[config.mk]
export PLATFORM = sky130hd
export DESIGN_NAME = sram_client_arbiter
export DESIGN_NICKNAME = d
export VERILOG_FILES = /design/src/rtl/sram_arb_pkg.sv /design/src/rtl/sram_arb_picker.sv /design/src/rtl/sram_client_arbiter.sv
export SDC_FILE = /design/constraint.sdc
export NUM_CORES = 1
export LEC_CHECK = 0
export ABC_CLOCK_PERIOD_IN_PS = 3000
export CAP_MARGIN = 20
export CORE_MARGIN = 2
export CORE_UTILIZATION = 29
export CTS_CLUSTER_SIZE = 25
export DETAILED_ROUTE_END_ITERATION = 8
export PLACE_DENSITY_LB_ADDON = 0.12
export SLEW_MARGIN = 20
export SYNTH_ARGS = -nofsm -noshare
export SYNTH_HDL_FRONTEND = slang
export SYNTH_SLANG_ARGS = --single-unit
[constraint.sdc]
create_clock -name CLOCK_50_I -period 3 [get_ports CLOCK_50_I]
set_input_delay 0.45 -clock CLOCK_50_I [delete_from_list [all_inputs] [get_ports CLOCK_50_I]]
set_output_delay 0.45 -clock CLOCK_50_I [all_outputs]
set_load 0.005 [all_outputs]
[src/rtl/sram_arb_pkg.sv]
// Shared types for the SRAM client arbiter: FSM states, read-tag payload and width helper.
package sram_arb_pkg;

    localparam int unsigned MAX_CLIENTS = 8;
    localparam int unsigned TAG_OWNER_W = 3;

    typedef enum logic [1:0] {
        S_ARB_IDLE,
        S_ARB_GRANT,
        S_ARB_SWITCH
    } arb_state_t;

    typedef struct packed {
        logic                   valid;
        logic [TAG_OWNER_W-1:0] owner;
    } read_tag_t;

    function automatic int unsigned CLIENT_W(input int unsigned n);
        return (n > 1) ? $clog2(n) : 1;
    endfunction

endpackage

[src/rtl/sram_arb_picker.sv]
// Combinational winner select: lowest requester, or first requester after the last owner.
module sram_arb_picker
    import sram_arb_pkg::*;
#(
    parameter int unsigned NUM_CLIENTS = 4
)(
    input  logic [NUM_CLIENTS-1:0]           req,
    input  logic                             mode,
    input  logic [CLIENT_W(NUM_CLIENTS)-1:0] last_owner,
    output logic [CLIENT_W(NUM_CLIENTS)-1:0] winner,
    output logic                             found
);

    localparam int unsigned CW = CLIENT_W(NUM_CLIENTS);

    int unsigned k_idx;

    always_comb begin
        winner = '0;
        found  = 1'b0;
        k_idx  = 0;
        for (int unsigned i = 0; i < NUM_CLIENTS; i++) begin
            k_idx = mode ? (32'(last_owner) + 32'd1 + i) % NUM_CLIENTS : i;
            if (!found && req[CW'(k_idx)]) begin
                found  = 1'b1;
                winner = CW'(k_idx);
            end
        end
    end

endmodule

[src/rtl/sram_client_arbiter.sv]
// N-client arbiter for the shared SRAM port: request/grant handshake, burst limit,
// one dead cycle on every ownership change, and owner-tagged read-data strobes.
module sram_client_arbiter
    import sram_arb_pkg::*;
#(
    parameter int unsigned NUM_CLIENTS    = 4,
    parameter int unsigned ADDR_W         = 18,
    parameter int unsigned DATA_W         = 16,
    parameter int unsigned READ_LATENCY   = 2,
    parameter int unsigned MAX_BURST      = 256,
    parameter int unsigned DEFAULT_CLIENT = NUM_CLIENTS - 1
)(
    input  logic                             CLOCK_50_I,
    input  logic                             resetn,
    input  logic                             mode_i,
    input  logic [NUM_CLIENTS-1:0]           req_i,
    input  logic [NUM_CLIENTS*ADDR_W-1:0]    addr_i,
    input  logic [NUM_CLIENTS*DATA_W-1:0]    wdata_i,
    input  logic [NUM_CLIENTS-1:0]           we_n_i,
    output logic [NUM_CLIENTS-1:0]           gnt_o,
    output logic [NUM_CLIENTS-1:0]           rvalid_o,
    output logic [CLIENT_W(NUM_CLIENTS)-1:0] owner_o,
    output logic                             busy_o,
    output logic [ADDR_W-1:0]                SRAM_address,
    output logic [DATA_W-1:0]                SRAM_write_data,
    output logic                             SRAM_we_n
);

    localparam int unsigned CW      = CLIENT_W(NUM_CLIENTS);
    localparam int unsigned BURST_W = $clog2(MAX_BURST);
    localparam int unsigned PIPE_D  = (READ_LATENCY > 1) ? READ_LATENCY - 1 : 1;

    arb_state_t           state_q, state_d;
    logic [NUM_CLIENTS-1:0] gnt_d;
    logic [CW-1:0]        owner_d;
    logic [BURST_W-1:0]   burst_q, burst_d;
    logic [CW-1:0]        winner;
    logic                 found;
    logic                 owner_req;
    logic                 others_req;
    logic                 burst_last;
    read_tag_t            tag_in;
    read_tag_t            tag_tail;
    read_tag_t            tag_pipe [PIPE_D];

    sram_arb_picker #(
        .NUM_CLIENTS (NUM_CLIENTS)
    ) u_picker (
        .req        (req_i),
        .mode       (mode_i),
        .last_owner (owner_o),
        .winner     (winner),
        .found      (found)
    );

    assign owner_req  = req_i[owner_o];
    assign others_req = |(req_i & ~gnt_o);
    assign burst_last = (burst_q == BURST_W'(MAX_BURST - 1));

    // Next-state and next-grant logic; arbitration only happens in IDLE and SWITCH.
    always_comb begin
        state_d = state_q;
        gnt_d   = gnt_o;
        owner_d = owner_o;
        burst_d = burst_q;
        case (state_q)
            S_ARB_IDLE, S_ARB_SWITCH: begin
                gnt_d   = '0;
                burst_d = '0;
                state_d = S_ARB_IDLE;
                if (found) begin
                    state_d = S_ARB_GRANT;
                    gnt_d   = NUM_CLIENTS'(1) << winner;
                    owner_d = winner;
                end
            end
            S_ARB_GRANT: begin
                if (!owner_req || (burst_last && others_req)) begin
                    state_d = S_ARB_SWITCH;
                    gnt_d   = '0;
                    burst_d = '0;
                end else begin
                    burst_d = burst_last ? '0 : burst_q + BURST_W'(1);
                end
            end
            default: begin
                state_d = S_ARB_IDLE;
                gnt_d   = '0;
                burst_d = '0;
            end
        endcase
    end

    always_ff @(posedge CLOCK_50_I or negedge resetn) begin
        if (!resetn) begin
            state_q <= S_ARB_IDLE;
            gnt_o   <= '0;
            owner_o <= CW'(DEFAULT_CLIENT);
            burst_q <= '0;
            busy_o  <= 1'b0;
        end else begin
            state_q <= state_d;
            gnt_o   <= gnt_d;
            owner_o <= owner_d;
            burst_q <= burst_d;
            busy_o  <= |gnt_d;
        end
    end

    // SRAM port mux, driven from the registered owner.
    always_comb begin
        SRAM_address    = addr_i[DEFAULT_CLIENT*ADDR_W +: ADDR_W];
        SRAM_write_data = '0;
        SRAM_we_n       = 1'b1;
        if (state_q == S_ARB_GRANT) begin
            SRAM_address    = addr_i[32'(owner_o)*ADDR_W +: ADDR_W];
            SRAM_write_data = wdata_i[32'(owner_o)*DATA_W +: DATA_W];
            SRAM_we_n       = we_n_i[owner_o];
        end
    end

    always_comb begin
        tag_in.valid = (state_q == S_ARB_GRANT) && we_n_i[owner_o];
        tag_in.owner = TAG_OWNER_W'(owner_o);
        tag_tail     = tag_pipe[PIPE_D-1];
        if (READ_LATENCY == 1) tag_tail = tag_in;
    end

    // Tag pipe: the last stage is decoded straight into the registered rvalid strobe.
    always_ff @(posedge CLOCK_50_I or negedge resetn) begin
        if (!resetn) begin
            for (int i = 0; i < int'(PIPE_D); i++) tag_pipe[i] <= '0;
            rvalid_o <= '0;
        end else begin
            tag_pipe[0] <= tag_in;
            for (int i = 1; i < int'(PIPE_D); i++) tag_pipe[i] <= tag_pipe[i-1];
            rvalid_o <= tag_tail.valid ? (NUM_CLIENTS'(1) << tag_tail.owner) : '0;
        end
    end

endmodule

==> results.json <==
{
  "root_buffer": "clkbuf_8",
  "antenna_found_initial": 0,
  "yosys.area_share.simple_pct": 19.2,
  "hold_depth": 1,
  "gp_congestion": 0.822,
  "status": "finished clean",
  "antenna_left": 0,
  "critPathMaxFanout": 25,
  "io_pins": 193,
  "holdCritPathClass": "reg -> reg",
  "cts_buffer_depth": 2,
  "fin_crit_sh_pct": 92.2,
  "synth_fa_ha_area_share_pct": 0.507,
  "synth_compound_area_share_pct": 21.1,
  "ys.flop_type": "dfrtp_1",
  "cp-end-kind": "output port",
  "post_cts_buffers": 0,
  "synth_cells": 262,
  "clk_pin_slew_ns": 0.08,
  "overflow": 0,
  "rrSetupSlack_ns": 0.78,
  "maxCapViolCount": 0,
  "hp-start": "tag_pipe[1]",
  "wl_per_cell_um": 17.2,
  "via_count": 2862,
  "finalHoldViolCount": 0,
  "leakagePower_nw": 1.70,
  "synth-xor-area-share_pct": 1.77,
  "dr.pass1.iters": 4,
  "syn-cell-area_mm2": 0.00247,
  "grt_pass1_wl_um": 13700,
  "synthArstFlopShare_pct": 100,
  "drc_errors": 0,
  "synth_mux_area_share_pct": 26.4,
  "post_cts_resize_count": 0,
  "synth_cell_types": 51,
  "placedCellCount": 543,
  "grt_start_max_net_pins": 47,
  "clock_skew_ns": 0.00159,
  "post-dp-hpwl_um": 7310,
  "layout-drive-gt1-share_pct": 13.1,
  "synthToLayoutAreaGrowth_pct": 82.7,
  "yosys_warnings": 0,
  "r2r_end": "owner_o[0]",
  "crit_path_start_kind": "register",
  "synthesis.nets": 410,
  "finalCriticalPeriod_ns": 2.77,
  "worstReg2RegStart": "owner_o[1]",
  "r2r_cells": 5,
  "whs_endpoint": "rvalid_o[1]",
  "clk_latency_ns": 0.26,
  "synth_edf_count": 0,
  "slew_headroom_pct": 60.5,
  "power_per_cell_area_mw_per_mm2": 692,
  "instances_no_fill": 547,
  "fmax_mhz": 361,
  "rows": 33,
  "grt_pass1_vias": 2819,
  "syn_area_per_cell_um2": 9.42,
  "crit_required_ns": 2.55,
  "setup_viol": 0,
  "cts_tree": "done",
  "worstMarginPinSlew_ns": 0.593,
  "rsz0062_at_grt": "false",
  "finalSetupTns_ns": 0,
  "finalNetCount": 591,
  "ys_seq_area_share_pct": 24.4,
  "track_usage_pct": 18.7,
  "core-area_mm2": 0.00822,
  "initial_core_util_pct": 30.0,
  "cts_max_level": 1,
  "n_antenna_cell": 0,
  "io_buffers": 192,
  "die_w_um": 96.2,
  "die_area_mm2": 0.00926,
  "slew_violations": 0,
  "peakVddDrop_uv": 332,
  "cp.arrival_ns": 2.32,
  "cts.sinks": 24,
  "numCtsBuffers": 3,
  "nFillCells": 756,
  "ctsHoldBuffers": 0,
  "die_h_um": 96.2,
  "routed_wl_um": 9390,
  "synth_top_family_by_area": "multiplexers",
  "drt_iter0_drc": 108,
  "path_class": "reg -> out",
  "ys_seq_elements": 24,
  "vias_per_cell": 5.23
}
## sequential cells by signal (all words and copies together), names as in the netlist
| name | cells |
|---|---|
| gnt_o | 4 |
| busy_o | 1 |
| burst_q | 8 |
| owner_o | 2 |
| state_q | 2 |
| tag_pipe | 3 |
| rvalid_o | 4 |
## worst max-delay path by stage
stage | start | to | slack (ns) | cells after the start
final | owner_o[0] | SRAM_address[0] | 0.23 | 6
after global placement | owner_o[0] | SRAM_address[14] | 0.55 | 6
after CTS | owner_o[0] | SRAM_address[0] | 0.20 | 6
after floorplan | owner_o[1] | SRAM_address[10] | 0.91 | 6
after detailed placement | mode_i | owner_o[0] | 0.48 | 5
after global routing | owner_o[0] | SRAM_address[0] | 0.09 | 6
## report_power, final
part	switching (mW)	leakage [nW]	internal [mW]
clock network	0.0914	0.0228	0.0945
registers	0.0732	0.315	0.426
logic	1.02	1.36	1.41
total	1.18	1.70	1.93
## per-stage QoR
stage	hold slack (ns)	utilization (%)	area, µm²	setup slack, ns	power (mW)
2_1_floorplan	0.154	-	2470	0.914	1.85
3_3_place_gp	0.449	54.3	4460	0.547	2.95
3_5_place_dp	0.455	54.3	4460	0.476	2.96
4_1_cts	0.466	54.9	4510	0.198	3.16
5_1_grt	0.505	54.9	4510	0.0924	3.38
6_report	0.465	54.9	4510	0.233	3.12
## synthesized netlist by cell type, drive strengths merged, types with 7 or more instances
| master | count | area [µm²] |
|---|---|---|
| clkbuf | 8 | 30.0 |
| nand2 | 7 | 26.3 |
| o22ai | 20 | 125 |
| or3 | 18 | 113 |
| inv | 8 | 30.0 |
| and2 | 17 | 106 |
| buf | 16 | 103 |
| o21ai | 23 | 115 |
| mux4 | 18 | 405 |
| dfrtp | 22 | 551 |
| a21oi | 20 | 100 |
| mux2 | 19 | 214 |
| nor2 | 12 | 45.0 |
## final cells by class
| type | count | area [µm²] | area share, % |
|---|---|---|---|
| repair buffers | 200 | 1990 | 44.2 |
| clock buffers | 4 | 45.0 | 0.999 |
| flip-flops and latches | 24 | 603 | 13.4 |
| inverters | 8 | 30.0 | 0.666 |
| multi-input cells | 206 | 1700 | 37.8 |
| well taps | 105 | 131 | 2.91 |
## cell families (layout without fill, tap and decap cells)
family                   after synthesis  after routing
AND/OR/NAND/NOR                       79             79
AO/OA/AOI/OAI                         82             82
adder cells (fa/ha/maj)                1              1
multiplexers                          39             39
buffers and inverters                 32            212
XOR/XNOR                               5              5
flip-flops                            24             24
## metal layers
layer  track usage, %  share of wire, %
met4             3.33               1.1
met2             34.1                52
met3             4.15               9.3
met5                0                 0
met1             22.6                38
## layout by cell type, fill, tap and decap left out, types with 2 or more instances in the layout
| cell type | count |
|---|---|
| nor2_1 | 12 |
| a21oi_1 | 20 |
| buf_4 | 7 |
| nand3_1 | 3 |
| dfstp_2 | 2 |
| clkdlybuf4s50_1 | 192 |
| mux2_2 | 19 |
| inv_1 | 8 |
| and3b_1 | 2 |
| or3_1 | 18 |
| and2_1 | 17 |
| mux4_2 | 18 |
| and4b_1 | 2 |
| nor2b_1 | 3 |
| nand2b_1 | 4 |
| nand2_1 | 7 |
| nor3b_1 | 2 |
| xnor2_1 | 2 |
| a22o_1 | 2 |
| and3_1 | 2 |
| o21ai_0 | 23 |
| xor2_1 | 3 |
| dfrtp_1 | 22 |
| a22oi_1 | 2 |
| o22ai_1 | 20 |
| clkbuf_8 | 3 |
## worst max-delay path, cell delays in order (launching register included)
cell and delay (ns):
dfstp_2 0.53, buf_4 0.31, nand2b_1 0.15, buf_4 0.24, o22ai_1 0.12, a21oi_1 0.17
clkdlybuf4s50_1 0.54
(Power assumes the default switching activity.)
